`config.mk`:
```
export PLATFORM = sky130hd
export DESIGN_NAME = uart_tx_buffered_flat
export DESIGN_NICKNAME = d
export VERILOG_FILES = /design/src/rtl/uart_pkg.sv /design/src/rtl/uart_tx_buffered_if.sv /design/src/rtl/uart_sync_fifo.sv /design/src/rtl/uart_tx_buffered.sv /design/src/flat_wrapper.sv
export SDC_FILE = /design/constraint.sdc
export NUM_CORES = 1
export LEC_CHECK = 0
export ABC_CLOCK_PERIOD_IN_PS = 10600
export BUFFER_PORTS_ARGS = -buffer_cell sky130_fd_sc_hd__buf_4
export CORE_MARGIN = 2
export CORE_UTILIZATION = 40
export CTS_CLUSTER_SIZE = 24
export DETAILED_ROUTE_END_ITERATION = 6
export PLACE_DENSITY_LB_ADDON = 0.15
export SYNTH_ARGS = -nofsm -noshare
export SYNTH_HDL_FRONTEND = slang
export SYNTH_SLANG_ARGS = --single-unit
```
`constraint.sdc`:
```
create_clock -name clk -period 10.6 [get_ports clk]
set_clock_uncertainty 0.05 [all_clocks]
set_input_delay 2.12 -clock clk [delete_from_list [all_inputs] [get_ports clk]]
set_output_delay 2.12 -clock clk [all_outputs]
set_load 0.05 [all_outputs]
```
`src/rtl/uart_pkg.sv`:
```
// Shared UART definitions: frame levels, tx FSM states, parity mode encoding.
package uart_pkg;

    localparam int DATA_BITS = 8;

    localparam logic START_LVL = 1'b0;
    localparam logic STOP_LVL  = 1'b1;
    localparam logic IDLE_LVL  = 1'b1;

    typedef enum logic [2:0] {
        TX_IDLE,
        TX_START,
        TX_DATA,
        TX_PARITY,
        TX_STOP
    } tx_state_e;

    typedef enum logic [1:0] {
        PAR_NONE = 2'd0,
        PAR_EVEN = 2'd1,
        PAR_ODD  = 2'd2
    } parity_mode_e;

    function automatic parity_mode_e parity_mode(input logic en, input logic odd);
        if (!en)
            return PAR_NONE;
        return odd ? PAR_ODD : PAR_EVEN;
    endfunction

    // Bit that makes the total count of ones even (PAR_EVEN) or odd (PAR_ODD).
    function automatic logic parity_bit(input logic [DATA_BITS-1:0] d, input parity_mode_e m);
        return (^d) ^ (m == PAR_ODD);
    endfunction

endpackage

```
`src/rtl/uart_tx_buffered_if.sv`:
```
// Byte handshake into the buffered transmitter.
// Master drives tx_data/tx_valid; the transmitter returns tx_ready.
interface uart_tx_buffered_if;
    import uart_pkg::*;

    logic [DATA_BITS-1:0] tx_data;
    logic                 tx_valid;
    logic                 tx_ready;

    modport master (output tx_data, output tx_valid, input  tx_ready);
    modport slave  (input  tx_data, input  tx_valid, output tx_ready);
endinterface

```
`src/rtl/uart_sync_fifo.sv`:
```
// Synchronous FIFO with show-ahead read data and occupancy count.
// Latency: pushed word visible at pop_dat_o one clk after the push edge.
// Backpressure: push ignored when full, pop ignored when empty.
module uart_sync_fifo #(
    parameter int WIDTH = 8,
    parameter int DEPTH = 4,
    localparam int AW   = $clog2(DEPTH),
    localparam int CW   = $clog2(DEPTH + 1)
) (
    input  logic             clk,
    input  logic             reset_n,
    input  logic             push_i,
    input  logic [WIDTH-1:0] push_dat_i,
    input  logic             pop_i,
    output logic [WIDTH-1:0] pop_dat_o,
    output logic [CW-1:0]    count_o,
    output logic [CW-1:0]    count_nxt_o,
    output logic             full_o,
    output logic             empty_o
);
    logic [WIDTH-1:0] mem_q [DEPTH];
    logic [AW-1:0]    wr_ptr_q, rd_ptr_q;
    logic [CW-1:0]    count_q, count_d;
    logic             do_push, do_pop;

    assign full_o   = (count_q == CW'(DEPTH));
    assign empty_o  = (count_q == '0);
    assign do_push  = push_i && !full_o;
    assign do_pop   = pop_i && !empty_o;
    assign count_d  = count_q + CW'(do_push) - CW'(do_pop);

    assign pop_dat_o   = mem_q[rd_ptr_q];
    assign count_o     = count_q;
    assign count_nxt_o = count_d;

    always_ff @(posedge clk) begin
        if (do_push)
            mem_q[wr_ptr_q] <= push_dat_i;
    end

    // Power-of-two depth lets the pointers wrap by natural overflow.
    always_ff @(posedge clk or negedge reset_n) begin
        if (!reset_n) begin
            wr_ptr_q <= '0;
            rd_ptr_q <= '0;
            count_q  <= '0;
        end else begin
            if (do_push)
                wr_ptr_q <= wr_ptr_q + AW'(1);
            if (do_pop)
                rd_ptr_q <= rd_ptr_q + AW'(1);
            count_q <= count_d;
        end
    end
endmodule

```
`src/rtl/uart_tx_buffered.sv`:
```
// Buffered 8N1/8E1/8O1 UART transmitter, LSB first, one bit per baud_tick.
// Latency: push into idle block -> start bit one clk after the next baud_tick.
// Backpressure: tx_ready low while FIFO full; pushes when full are dropped.
module uart_tx_buffered
    import uart_pkg::*;
#(
    parameter int DEPTH     = 4,
    parameter int STOP_BITS = 1
) (
    input  logic                       clk,
    input  logic                       reset_n,
    input  logic                       baud_tick,
    uart_tx_buffered_if.slave          s_if,
    input  logic                       parity_en,
    input  logic                       parity_odd,
    output logic                       tx,
    output logic                       tx_busy,
    output logic [$clog2(DEPTH+1)-1:0] fifo_count
);
    localparam int CW = $clog2(DEPTH + 1);

    tx_state_e            state_q, state_d;
    logic [DATA_BITS-1:0] shift_q, shift_d;
    logic [2:0]           bit_cnt_q, bit_cnt_d;
    logic                 stop_cnt_q, stop_cnt_d;
    parity_mode_e         mode_q, mode_d;
    logic                 par_q, par_d;
    logic                 tx_q, tx_d;
    logic                 busy_q, busy_d;

    logic                 pop;
    logic [DATA_BITS-1:0] head;
    logic [CW-1:0]        count_nxt;
    logic                 full, empty;

    uart_sync_fifo #(.WIDTH(DATA_BITS), .DEPTH(DEPTH)) u_fifo (
        .clk         (clk),
        .reset_n     (reset_n),
        .push_i      (s_if.tx_valid),
        .push_dat_i  (s_if.tx_data),
        .pop_i       (pop),
        .pop_dat_o   (head),
        .count_o     (fifo_count),
        .count_nxt_o (count_nxt),
        .full_o      (full),
        .empty_o     (empty)
    );

    assign s_if.tx_ready = !full;
    assign tx            = tx_q;
    assign tx_busy       = busy_q;

    always_comb begin
        state_d    = state_q;
        shift_d    = shift_q;
        bit_cnt_d  = bit_cnt_q;
        stop_cnt_d = stop_cnt_q;
        mode_d     = mode_q;
        par_d      = par_q;
        tx_d       = tx_q;
        pop        = 1'b0;

        if (baud_tick) begin
            case (state_q)
                TX_IDLE: pop = !empty;
                TX_START: begin
                    state_d   = TX_DATA;
                    tx_d      = shift_q[0];
                    bit_cnt_d = '0;
                end
                TX_DATA: begin
                    if (bit_cnt_q == 3'(DATA_BITS - 1)) begin
                        stop_cnt_d = 1'b0;
                        if (mode_q != PAR_NONE) begin
                            state_d = TX_PARITY;
                            tx_d    = par_q;
                        end else begin
                            state_d = TX_STOP;
                            tx_d    = STOP_LVL;
                        end
                    end else begin
                        shift_d   = shift_q >> 1;
                        tx_d      = shift_q[1];
                        bit_cnt_d = bit_cnt_q + 3'd1;
                    end
                end
                TX_PARITY: begin
                    state_d    = TX_STOP;
                    tx_d       = STOP_LVL;
                    stop_cnt_d = 1'b0;
                end
                TX_STOP: begin
                    if (stop_cnt_q == 1'(STOP_BITS - 1)) begin
                        pop = !empty;
                        if (empty)
                            state_d = TX_IDLE;
                    end else begin
                        stop_cnt_d = stop_cnt_q + 1'b1;
                    end
                end
                default: state_d = TX_IDLE;
            endcase
        end

        // Frame start: parity settings are frozen here for the whole frame.
        if (pop) begin
            state_d = TX_START;
            shift_d = head;
            mode_d  = parity_mode(parity_en, parity_odd);
            par_d   = parity_bit(head, mode_d);
            tx_d    = START_LVL;
        end

        busy_d = (state_d != TX_IDLE) || (count_nxt != '0);
    end

    always_ff @(posedge clk or negedge reset_n) begin
        if (!reset_n) begin
            state_q    <= TX_IDLE;
            shift_q    <= '0;
            bit_cnt_q  <= '0;
            stop_cnt_q <= 1'b0;
            mode_q     <= PAR_NONE;
            par_q      <= 1'b0;
            tx_q       <= IDLE_LVL;
            busy_q     <= 1'b0;
        end else begin
            state_q    <= state_d;
            shift_q    <= shift_d;
            bit_cnt_q  <= bit_cnt_d;
            stop_cnt_q <= stop_cnt_d;
            mode_q     <= mode_d;
            par_q      <= par_d;
            tx_q       <= tx_d;
            busy_q     <= busy_d;
        end
    end
endmodule

```
`src/flat_wrapper.sv`:
```
// flat-port wrapper written by rule: the top's interface ports become plain ports
module uart_tx_buffered_flat import uart_pkg::*;
#(
    parameter int DEPTH     = 4,
    parameter int STOP_BITS = 1
)
  (clk, reset_n, baud_tick, parity_en, parity_odd, tx, tx_busy, fifo_count, s_if_tx_data, s_if_tx_valid, s_if_tx_ready);
  uart_tx_buffered_if s_if_i ();
  input  logic clk;
  input  logic reset_n;
  input  logic baud_tick;
  input  logic parity_en;
  input  logic parity_odd;
  output logic tx;
  output logic tx_busy;
  output logic [$clog2(DEPTH+1)-1:0] fifo_count;
  input wire logic [$bits(s_if_i.tx_data)-1:0] s_if_tx_data;
  input wire logic [$bits(s_if_i.tx_valid)-1:0] s_if_tx_valid;
  output wire logic [$bits(s_if_i.tx_ready)-1:0] s_if_tx_ready;
  assign s_if_i.tx_data = s_if_tx_data;
  assign s_if_i.tx_valid = s_if_tx_valid;
  assign s_if_tx_ready = s_if_i.tx_ready;
  uart_tx_buffered #(.DEPTH(DEPTH), .STOP_BITS(STOP_BITS)) u_core (.clk(clk), .reset_n(reset_n), .baud_tick(baud_tick), .s_if(s_if_i), .parity_en(parity_en), .parity_odd(parity_odd), .tx(tx), .tx_busy(tx_busy), .fifo_count(fifo_count));
endmodule
```
==> out/metrics.yaml <==
status: "finished clean"
grt.total_usage_pct: 14.3
setup_viol: 0
end_kind: "register"
cts_sinks: 58
finalNetCount: 233
gr-total-overflow: 0
power_density_nw_per_um2: 317
finalPower_mw: 0.949
layout-drive-gt1-share_pct: 19.1
grt_pass1_vias: 1586
min_period_over_period_pct: 44.2
cp.required_ns: 10.76
max-vdd-ir-drop_uv: 127
core_sq_um: 6280
crit_type: "in -> reg"
finalCriticalPeriod_ns: 4.69
placed_cell_area_sq_um: 2780
area_growth_pct: 16.5
start_util_pct: 41.0
drc: 0
fin_area_sq_um: 3000
grt_first_pass_wirelength_um: 7580
port_buffers: 19
ctsHoldBuffers: 0
firstDrtPassIters: 4
ys_top_cells_by_area: "edfxtp_1 (37%), dfrtp_1 (24%), mux4_1 (4.1%)"
syn_area_sq_um: 2570
max_slew_margin_pct: 61.7
cts_tree: "yes"
gp_congestion: 0.737
cts_inserted_buffers: 9
ys_seq_area_share_pct: 62.7
antenna_found_initial: 0
ys_ff_latch: 58
fin_hold_ws_ns: 0.455
async_flop_share_pct: 44.8
via_per_inst: 5.12
cts_root_buf: "clkbuf_8"
drt_iter0_drc: 111
place_hpwl_um: 3200
hold_path_class: "reg -> reg"
diodes: 0
nFillCells: 552
die_y_um: 84.2
io_pins: 20
maxCapViolCount: 0
insertion_delay_ns: 0.33
std_cell_rows: 29
yosysTopAreaCellShare_pct: 37.4
p_leak_nw: 1.20
final_util_pct: 47.7
num_vias: 1494
synth_edf_count: 32
wl_per_cell_um: 15.4
cts_setup_buffers: 0
worst_pin_slew_ns: 0.574
rsz0062_at_grt: "false"
max_freq_mhz: 213
tns_ns: 0
cts_resized: 0
synth_area_per_cell_sq_um: 13.8
path_clk_slew_ns: 0.07
yosysUniqueCellTypes: 36
grt_max_degree: 27
cts_buffer_depth: 2
drtAntennaViolNets: 0
dieWidth_um: 84.2
maxSlewViolCount: 0
yosys_warnings: 0
ys.flop_type: "edfxtp_1"
synth_nets: 209
startpoint_type: "input pin"
cts.htree.levels: 3
yosys.area.top_type: "edfxtp_1"
syn_inst: 186
worstPathArrival_ns: 4.84
dieArea_sq_um: 7090
wirelength_um: 4500
crit_fanout: 16
hold_violations: 0
## sequential cells by signal, summed over array words and instances (netlist names)
name                    cells
u_core.par_q                1
u_core.bit_cnt_q            3
u_core.tx                   1
u_core.u_fifo.rd_ptr_q      2
u_core.shift_q              8
u_core.u_fifo.mem_q        32
u_core.tx_busy              1
u_core.u_fifo.wr_ptr_q      2
u_core.state_q              3
u_core.mode_q               2
u_core.u_fifo.count_o       3
## routing by layer
metal | global-route usage (%) | vias up | routed length [um]
met1 | 17.0 | 733 | 1940
met2 | 23.7 | 29 | 2350
li1 | - | 724 | -
met3 | 4.13 | 8 | 146
met5 | 0 | - | 0
met4 | 7.33 | 0 | 56
## worst paths after layout
check                                              startpoint                           to  slack (ns)  cells after the start
hold / removal                       u_core.par_q$_DFFE_PN0N_     u_core.par_q$_DFFE_PN0N_        0.46                      2
min in group asynchronous                             reset_n  u_core.state_q[1]$_DFF_PN0_        1.63                      1
setup reg to reg           u_core.u_fifo.count_o[2]$_DFF_PN0_     u_core.tx_busy$_DFF_PN0_        6.93                     11
setup / recovery                                    baud_tick     u_core.tx_busy$_DFF_PN0_        5.91                     11
max in group asynchronous                             reset_n        u_core.tx$_DFFE_PN1P_        8.58                      1
hold reg to reg                      u_core.par_q$_DFFE_PN0N_     u_core.par_q$_DFFE_PN0N_        0.46                      2
## stage by stage
stage	instances	setup WS, ns
after CTS	292	5.90
final	292	5.91
after floorplan	186	5.89
after global placement	276	5.69
after detailed placement	276	5.54
after global routing	292	5.71
## cells by family after synthesis
| group | Yosys count | share of synthesized area [%] |
|---|---|---|
| DFF | 58 | 62.7 |
| and+or+nand+nor | 42 | 7.69 |
| AOI/OAI and AO/OA | 32 | 6.67 |
| buffers and inverters | 18 | 3.02 |
| muxes | 15 | 10.3 |
| xor gates and xnor gates | 12 | 4.92 |
| adders and majority gates | 9 | 4.67 |
## critical path, cell delays in order
cell	delay (ns)
buf_4	0.13
nand3_1	0.27
inv_1	0.30
ha_1	0.36
inv_1	0.04
ha_1	0.18
fa_1	0.38
xor2_1	0.18
xnor2_1	0.15
or3_1	0.31
or4_1	0.41
## synth_stat cells, types with 2 or more instances
library cell / n
edfxtp_1: 32
dfrtp_1: 25
nand2_1: 21
o21ai_0: 20
inv_1: 12
ha_1: 8
mux2i_1: 7
xnor2_1: 7
a21oi_1: 5
nor2_1: 5
and3_1: 4
mux4_1: 4
mux4_2: 4
clkbuf_1: 3
o22ai_1: 3
xor2_1: 3
a22oi_1: 2
nor3_1: 2
or3_1: 2
## where the power goes
group | total (mW) | leakage (nW) | internal [mW] | switching (mW)
Combinational | 0.352 | 0.481 | 0.163 | 0.189
Sequential | 0.377 | 0.610 | 0.315 | 0.0619
Clock | 0.220 | 0.107 | 0.132 | 0.0881
Total | 0.949 | 1.20 | 0.610 | 0.339
## area by class of cell
type / count / area (sq um) / share of cell area, %
clock inverters: 7 / 93.8 / 3.13
flip-flops and latches: 58 / 1610 / 53.8
multi-input cells: 110 / 881 / 29.4
inverters: 12 / 45.0 / 1.50
well taps: 77 / 96.3 / 3.22
repair buffers: 19 / 143 / 4.76
clock buffers: 9 / 124 / 4.14
## placed cells by master (no fill, tap or decap), types with 3 or more instances in the layout
cell type	n
o22ai_1	3
nand2_1	21
edfxtp_1	32
mux4_1	4
xnor2_1	7
inv_1	12
a21oi_1	5
dfrtp_1	25
and3_1	4
mux2i_1	7
ha_1	8
buf_4	19
mux4_2	4
clkbuf_8	9
o21ai_0	20
xor2_1	3
nor2_1	5
(Power assumes the default switching activity.)
